**src/rtl/instr_fetch_buffer.sv**
```systemverilog
// Instruction fetch buffer: issues sequential fetches, queues in-order responses with their PCs and
// discards stale responses after a redirect. Defining IFB_BYPASS_EN forwards a response to an empty buffer's output.
module instr_fetch_buffer #(
  parameter int          DEPTH    = 4,
  parameter logic [31:0] RESET_PC = 32'h0000_0000
) (
  input  logic        clk,
  input  logic        reset,
  output logic        mem_req_valid,
  input  logic        mem_req_ready,
  output logic [31:0] mem_req_addr,
  input  logic        mem_rsp_valid,
  input  logic [31:0] mem_rsp_data,
  input  logic        redirect,
  input  logic [31:0] redirect_pc,
  output logic        instr_valid,
  input  logic        instr_ready,
  output logic [31:0] instr,
  output logic [31:0] instr_pc,
  output logic [31:0] instr_pc_plus4
);
  localparam int AW = $clog2(DEPTH);
  localparam int CW = AW + 1;
  localparam logic [CW-1:0] DEPTH_C = CW'(DEPTH);

  typedef enum logic {RUN, DRAIN} state_e;

  state_e        state_q, state_d;
  logic [31:0]   fetch_pc_q, fetch_pc_d;
  logic [31:0]   rsp_pc_q, rsp_pc_d;
  logic [CW-1:0] total_q, total_d;
  logic [CW-1:0] drop_q, drop_d;
  logic [CW-1:0] count_q, count_d;
  logic [AW-1:0] wr_ptr_q, wr_ptr_d;
  logic [AW-1:0] rd_ptr_q, rd_ptr_d;
  logic [31:0]   data_q [DEPTH];
  logic [31:0]   data_d [DEPTH];
  logic [31:0]   pc_q   [DEPTH];
  logic [31:0]   pc_d   [DEPTH];
  logic [31:0]   pc4_q  [DEPTH];
  logic [31:0]   pc4_d  [DEPTH];

  logic [CW-1:0] live;
  logic [CW:0]   budget;
  logic          fifo_empty, req_fire, rsp_live, bypass_hit, push, pop;

  // Handshakes: a transfer happens on a rising edge where valid and ready are both high;
  // a request, once raised, holds valid and address until accepted unless a redirect drops it.
  always_comb begin
    live          = total_q - drop_q;
    budget        = {1'b0, live} + {1'b0, count_q};
    fifo_empty    = (count_q == '0);
    mem_req_valid = !reset && !redirect && (budget < {1'b0, DEPTH_C}) && (total_q < DEPTH_C);
    mem_req_addr  = fetch_pc_q;
    req_fire      = mem_req_valid && mem_req_ready;
    rsp_live      = !reset && mem_rsp_valid && !redirect && (state_q == RUN);
`ifdef IFB_BYPASS_EN
    bypass_hit    = rsp_live && fifo_empty;
`else
    bypass_hit    = 1'b0;
`endif
    pop           = !reset && !redirect && !fifo_empty && instr_ready;
    push          = rsp_live && !(bypass_hit && instr_ready);
  end

  always_comb begin
    fetch_pc_d = fetch_pc_q;
    rsp_pc_d   = rsp_pc_q;
    drop_d     = drop_q;
    count_d    = count_q;
    wr_ptr_d   = wr_ptr_q;
    rd_ptr_d   = rd_ptr_q;
    data_d     = data_q;
    pc_d       = pc_q;
    pc4_d      = pc4_q;
    total_d    = total_q + CW'(req_fire) - CW'(mem_rsp_valid);
    if (redirect) begin
      // Everything still in flight belongs to the old path, except a response arriving right now.
      fetch_pc_d = redirect_pc;
      rsp_pc_d   = redirect_pc;
      drop_d     = total_q - CW'(mem_rsp_valid);
      count_d    = '0;
      rd_ptr_d   = wr_ptr_q;
    end else begin
      if (req_fire) fetch_pc_d = fetch_pc_q + 32'd4;
      if (mem_rsp_valid && (state_q == DRAIN)) drop_d = drop_q - CW'(1);
      if (rsp_live) rsp_pc_d = rsp_pc_q + 32'd4;
      if (push) begin
        data_d[wr_ptr_q] = mem_rsp_data;
        pc_d[wr_ptr_q]   = rsp_pc_q;
        pc4_d[wr_ptr_q]  = rsp_pc_q + 32'd4;
        wr_ptr_d         = wr_ptr_q + AW'(1);
      end
      if (pop) rd_ptr_d = rd_ptr_q + AW'(1);
      count_d = count_q + CW'(push) - CW'(pop);
    end
    state_d = (drop_d != '0) ? DRAIN : RUN;
  end

  always_comb begin
    instr_valid    = !fifo_empty || bypass_hit;
    instr          = data_q[rd_ptr_q];
    instr_pc       = pc_q[rd_ptr_q];
    instr_pc_plus4 = pc4_q[rd_ptr_q];
    if (bypass_hit) begin
      instr          = mem_rsp_data;
      instr_pc       = rsp_pc_q;
      instr_pc_plus4 = rsp_pc_q + 32'd4;
    end
  end

  always_ff @(posedge clk) begin
    if (reset) begin
      state_q    <= RUN;
      fetch_pc_q <= RESET_PC;
      rsp_pc_q   <= RESET_PC;
      total_q    <= '0;
      drop_q     <= '0;
      count_q    <= '0;
      wr_ptr_q   <= '0;
      rd_ptr_q   <= '0;
      for (int i = 0; i < DEPTH; i++) begin
        data_q[i] <= '0;
        pc_q[i]   <= '0;
        pc4_q[i]  <= '0;
      end
    end else begin
      state_q    <= state_d;
      fetch_pc_q <= fetch_pc_d;
      rsp_pc_q   <= rsp_pc_d;
      total_q    <= total_d;
      drop_q     <= drop_d;
      count_q    <= count_d;
      wr_ptr_q   <= wr_ptr_d;
      rd_ptr_q   <= rd_ptr_d;
      data_q     <= data_d;
      pc_q       <= pc_d;
      pc4_q      <= pc4_d;
    end
  end

  // The request throttle guarantees a live response always finds a free slot.
  always @(posedge clk) begin
    if (!reset) begin
      assert (!(rsp_live && (count_q == DEPTH_C)))
        else $error("instr_fetch_buffer: live response arrived with the buffer full");
    end
  end
endmodule
```
**config.mk**
```make
export PLATFORM = sky130hd
export DESIGN_NAME = instr_fetch_buffer
export DESIGN_NICKNAME = d
export VERILOG_FILES = /design/src/rtl/instr_fetch_buffer.sv
export SDC_FILE = /design/constraint.sdc
export NUM_CORES = 1
export LEC_CHECK = 0
export CORE_MARGIN = 2
export CORE_UTILIZATION = 55
export DETAILED_ROUTE_END_ITERATION = 6
export GPL_ROUTABILITY_DRIVEN = 1
export PLACE_DENSITY = 0.77
export SYNTH_ARGS = -nofsm -noshare
export SYNTH_HDL_FRONTEND = slang
export SYNTH_SLANG_ARGS = --single-unit
```
**constraint.sdc**
```tcl
create_clock -name clk -period 3.91 [get_ports clk]
set_input_delay 0.782 -clock clk [delete_from_list [all_inputs] [get_ports clk]]
set_output_delay 0.782 -clock clk [all_outputs]
set_load 0.02 [all_outputs]
```
Yosys cells after proc, flatten, opt, wreduce, memory -nomap -nowiden
Index checks and enable logic that the tools add are counted.

cells by class
  mux-type cells = 23
  reduce and logical (&&, ||, !) cells = 21
  add/sub/neg operators = 12
  bitwise gates (word level) = 4
  magnitude comparators = 5

operators by type and width
  kind                                                        count
  bitwise mux 128 bit                                         3
  two-way mux 32 bit                                          11
  binary-select mux 32 bit (select 2 bit)                     3
  adder 32 x 3 -> 32 bit, second input constant               2
  demux 32 bit (select 2 bit)                                 1
  logical AND 1 bit                                           11
  subtractor 3 x 1 -> 3 bit                                   3
  adder 3 x 1 -> 3 bit                                        2
  >= comparator 3 bit, second input constant                  2
  two-way mux 3 bit                                           2
  NOT 2 -> 3 bit                                              2
  nonzero test 2 bit                                          3
  adder 2 x 1 -> 2 bit, second input constant                 2
  adder 3 x 3 -> 4 bit                                        1
  less-than comparator 4 x 3 -> 1 bit, second input constant  1
  two-way mux 2 bit                                           2
  zero test 1 bit                                             3
  zero test 3 bit                                             1
  less-than comparator 3 x 1 -> 1 bit, second input constant  1
  less-than comparator 3 bit, second input constant           1
  nonzero test 3 bit                                          1
  subtractor 3 x 1 -> 3 bit, second input constant            1
  subtractor 3 bit                                            1
  NOT 1 bit                                                   2
  3 further kinds                                             3

storage, ports and cells
  input bits = 70
  bits in registers = 462

Depth between registers and ports, before layout
  depth after elaboration = 8
  mapped depth = 17
  mapped depth without buffers = 16

Worst setup path before layout
OpenSTA, ideal clock, no wires.

  kind = register -> register
  from = register total_q[0]
  to = register total_q[2]
  arrival time = 3.221 ns
  period minus slack after synthesis = 3.349 ns
  slack = 0.561 ns
  cell stages (with the launch flop) = 18
  cells stage by stage = dfxtp_1 -> inv_1 -> ha_1 -> inv_1 -> fa_1 -> xor2_1 -> xnor2_1 -> ha_1 -> nor4_1 -> and4_1 -> inv_2 -> clkbuf_1 -> ha_1 -> inv_1 -> ha_1 -> fa_1 -> xnor2_1 -> nor2_1

between the ends
  cells in the longest elaborated chain, start to end = 8
  elaborated cells on any way between the ends = 9
  those cells by class = add/sub (4); order compare (2); reduce/logical (3)

ends and longest elaborated chain
  item                                 RTL line  text
  from (decl)                          31        logic [CW-1:0] total_q, total_d;
  from (signal assigned)               131       total_q <= total_d;
  subtractor 3 bit                     50        live = total_q - drop_q;
  adder 3 x 3 -> 4 bit                 51        budget = {1'b0, live} + {1'b0, count_q};
  less-than comparator 4 x 3 -> 1 bit  53        mem_req_valid = !reset && !redirect && (budget < {1'b0, DEPTH_C}) && (total_q < DEPTH_C);
  logical AND 1 bit (2 in a row)       53
  logical AND 1 bit                    55        req_fire = mem_req_valid && mem_req_ready;
  adder 3 x 1 -> 3 bit *               76        total_d = total_q + CW'(req_fire) - CW'(mem_rsp_valid);
  subtractor 3 x 1 -> 3 bit *          76

Mark *: on every way between the ends. The rest lies on a longest branch, timed or not.
A chain may end at the register's enable or synchronous reset.

Worst setup path in the final report
  from = register drop_q[0]
  to = output mem_req_valid

between the ends
  cells in the longest elaborated chain, start to end = 5

ends and longest elaborated chain
  item                                 RTL line  text
  from (decl)                          32        logic [CW-1:0] drop_q, drop_d;
  from (signal assigned)               132       drop_q <= drop_d;
  subtractor 3 bit                     50
  adder 3 x 3 -> 4 bit                 51
  less-than comparator 4 x 3 -> 1 bit  53
  logical AND 1 bit (2 in a row)       53
  to (decl)                            9         output logic mem_req_valid,

No other way between the ends.

==> flow_metrics.py <==
metrics = {
    "clock_network": {
        "clkTransAtPathRegs_ns": 0.07,
        "clock_path_buffers": 3,
        "cts_setup_buffers": 0,
        "cts-root-buf": "clkbuf_16",
        "cts_tree": "done",
        "cts_max_level": 2,
        "clock_latency_ns": 0.56,
        "cts-resized-gates": 2,
        "cts_buffers": 46,
        "ctsHoldBuffers": 0,
        "clkSinkCount": 454,
    },
    "logic_synthesis": {
        "synth-edff-count": 0,
        "synth_fp_nets": 2343,
        "synth_cells": 2254,
        "synth_top_cells_by_count": "nand2_1 (569), dfxtp_1 (454), a21oi_1 (294)",
        "synth_compound_area_frac": 0.142,
        "synth_top_family_by_area": "simple AND/OR/NAND/NOR gates",
        "synth_xor_area_frac": 0.0366,
        "synth_simple_gate_area_frac": 0.185,
        "synth_top_area_share": 0.453,
        "synth_fa_ha_area_frac": 0.0130,
        "yosysSeqAreaShare": 0.453,
        "synth_top_area_cell": "dfxtp_1",
        "yosysWarnings": 0,
        "synthFlopType": "dfxtp_1",
        "yosysMostFrequentCell": "nand2_1",
        "synth_area_leaders": "dfxtp_1 (45%), nand2_1 (11%), mux4_2 (11%), a21oi_1 (7.3%), a211oi_1 (4.7%)",
        "synth_area_mm2": 0.0201,
        "synth.avg_cell_area_um2": 8.91,
        "synthArstFlopShare": 0,
        "synth_seq_cells": 454,
        "synth_mux_area_frac": 0.106,
        "synth_cell_type_count": 57,
    },
    "sta": {
        "timing.fmax_ghz": 0.266,
        "hold_viol": 0,
        "fin_setup_tns_ns": 0,
        "finClkSkew_ns": 0.0218,
        "slew_violations": 0,
        "tightest_slew_ns": 1.26,
        "rsz0062_at_grt": "no",
        "setup_viol": 0,
        "slew_headroom": 0.160,
        "finalCritPeriodShare": 0.960,
        "fin_crit_ns": 3.75,
    },
    "detailed_routing": {
        "final_antenna_net_count": 0,
        "drt-wirelength-per-cell_um": 19.5,
        "viasPerCell": 5.94,
        "dr.pass1.iters": 5,
        "postRouteWirelength_um": 55500,
        "drc": 0,
        "drt_iter0_drc": 1602,
        "vias": 16900,
    },
    "critical_path": {
        "r2r_end": "total_q[2]$_SDFF_PP0_",
        "cp.arrival_ns": 2.97,
        "crit_family": "adder cells",
        "cpMostUsedCell": "ha_1",
        "max_stage_delay_ns": 0.38,
        "r2r-start": "drop_q[0]$_SDFF_PP0_",
        "rr_worst_depth": 15,
        "r2r_slack_ns": 0.54,
        "cp.buffers_inverters": 2,
        "worstPathRequired_ns": 3.13,
        "cp-start-kind": "flop",
        "crit_path_cell_trace": "ha_1 -> inv_1 -> fa_1 -> xor2_1 -> xnor2_1 -> ha_1 -> nor4_2 -> and3_1 -> dlygate4sd2_1",
        "criticalPathCategory": "flop to output port",
        "critPathCaptureType": "output port",
        "worstPathMaxFanout": 3,
        "cp_slowest_cell": "dfxtp_1",
    },
    "finish": {
        "ff_latch_area_mm2": 0.00910,
        "area_delta_synth_final_pct": 18.2,
        "n_antenna_cell": 0,
        "drive_gt1_frac": 0.104,
        "n_fill_cell": 2826,
        "fin_nets": 2432,
        "stdcell_count": 2841,
        "multi_input_area_mm2": 0.00974,
    },
    "worst_hold_path": {
        "min_path_type": "input pin to flop",
        "hold_start": "reset",
        "min_to": "total_q[2]$_SDFF_PP0_",
        "min_path_cells": 2,
    },
    "global_routing": {
        "antenna_found_initial": 0,
        "grt_usage": 0.286,
        "use_met2": 0.481,
        "grt_overflow": 0,
        "globalRouteMet1Util": 0.381,
        "met3_usage": 0.0415,
        "grt_max_degree": 231,
        "busiest_layer": "met2",
        "grt_pass1_vias": 16400,
        "grt_pass1_wl_um": 88000,
    },
    "placed_design": {
        "place_congestion": 0.902,
        "dp_cells": 2756,
        "io_buffers": 199,
        "dpl.hpwl_um": 35400,
    },
    "run_status": {
        "status": "complete, no violations",
    },
    "job": {
        "maxCapViolCount": 0,
    },
    "floorplanning": {
        "die_x_um": 195,
        "die_y_um": 195,
        "die-area_mm2": 0.0380,
        "core_mm2": 0.0357,
        "ios": 200,
        "start_util": 0.562,
        "rows": 69,
    },
    "power_and_ir_drop": {
        "irDropWorstVdd_v": 0.000315,
        "power_density_mw_per_mm2": 444,
        "p_leak_nw": 7.62,
    },
}
==> state kept, by name, indices dropped and copies added, names as in the netlist <==
register,flops
count_q,3
data_q,128
drop_q,3
mem_req_addr,32
pc4_q,120
pc_q,128
rd_ptr_q,2
rsp_pc_q,32
state_q,1
total_q,3
wr_ptr_q,2
==> stage by stage <==
stage / utilization / power (mW) / hold slack, ns / setup slack, ns / cell area, um^2
floorplan: - / 5.60 / 0.433 / 0.561 / 20100
global route: 0.664 / 10.9 / 0.392 / 0.0404 / 23700
global placement: 0.619 / 5.99 / 0.438 / 0.515 / 22100
detailed placement: 0.619 / 6.02 / 0.445 / 0.393 / 22100
CTS: 0.664 / 10.6 / 0.392 / 0.182 / 23700
finish: 0.664 / 10.5 / 0.400 / 0.157 / 23700
==> cell families (layout without fill, tap and decap cells) <==
logic type	after synthesis	after routing
DFF	454	454
xor gates and xnor gates	84	84
buffers and inverters	249	375
adders and majority gates	19	19
AOI/OAI and AO/OA	480	480
muxes	96	96
and+or+nand+nor	872	872
==> cell usage in the layout (no fill, tap or decap), types with 16 or more instances in the layout <==
master | Yosys | layout
nand2_1 | 569 | 565
inv_1 | 40 | 40
clkdlybuf4s50_1 | 0 | 196
nand3_1 | 25 | 25
a21boi_0 | 26 | 26
nor3_1 | 17 | 17
xnor2_1 | 62 | 62
mux4_2 | 94 | 94
buf_12 | 0 | 16
clkbuf_16 | 0 | 48
nor4_1 | 22 | 21
nand4_1 | 21 | 21
buf_4 | 8 | 33
ha_1 | 16 | 16
dfxtp_1 | 454 | 452
xor2_1 | 22 | 22
a21oi_1 | 294 | 294
a211oi_1 | 125 | 125
nor2_1 | 157 | 157
==> layout make-up <==
class                   count  area share
multi-input cells        1551       0.410
flip-flops and latches    454       0.383
well taps                 461      0.0243
clock buffers              69      0.0590
clock inverters            16     0.00880
repair buffers            248       0.108
inverters                  42     0.00664
==> where the power goes <==
part | switching [mW] | total, mW | internal, mW
Clock | 1.86 | 4.61 | 2.75
Sequential | 0.176 | 4.92 | 4.74
Combinational | 0.579 | 1.02 | 0.445
==> routing by layer <==
layer	up-vias	part of all wire
met5	-	0
met4	0	0.027
met3	96	0.078
met2	726	0.48
met1	8120	0.41
li1	7938	-
==> worst max path at each step <==
stage | start | to | slack, ns | cells after the start
after floorplan | total_q[0]$_SDFF_PP0_ | total_q[2]$_SDFF_PP0_ | 0.56 | 17
final | drop_q[0]$_SDFF_PP0_ | mem_req_valid | 0.16 | 9
after detailed placement | total_q[0]$_SDFF_PP0_ | mem_req_valid | 0.39 | 10
after global routing | total_q[0]$_SDFF_PP0_ | mem_req_valid | 0.04 | 10
after CTS | total_q[0]$_SDFF_PP0_ | mem_req_valid | 0.18 | 10
after global placement | total_q[0]$_SDFF_PP0_ | mem_req_valid | 0.52 | 10
No activity file was read; power rests on OpenSTA's default activity.
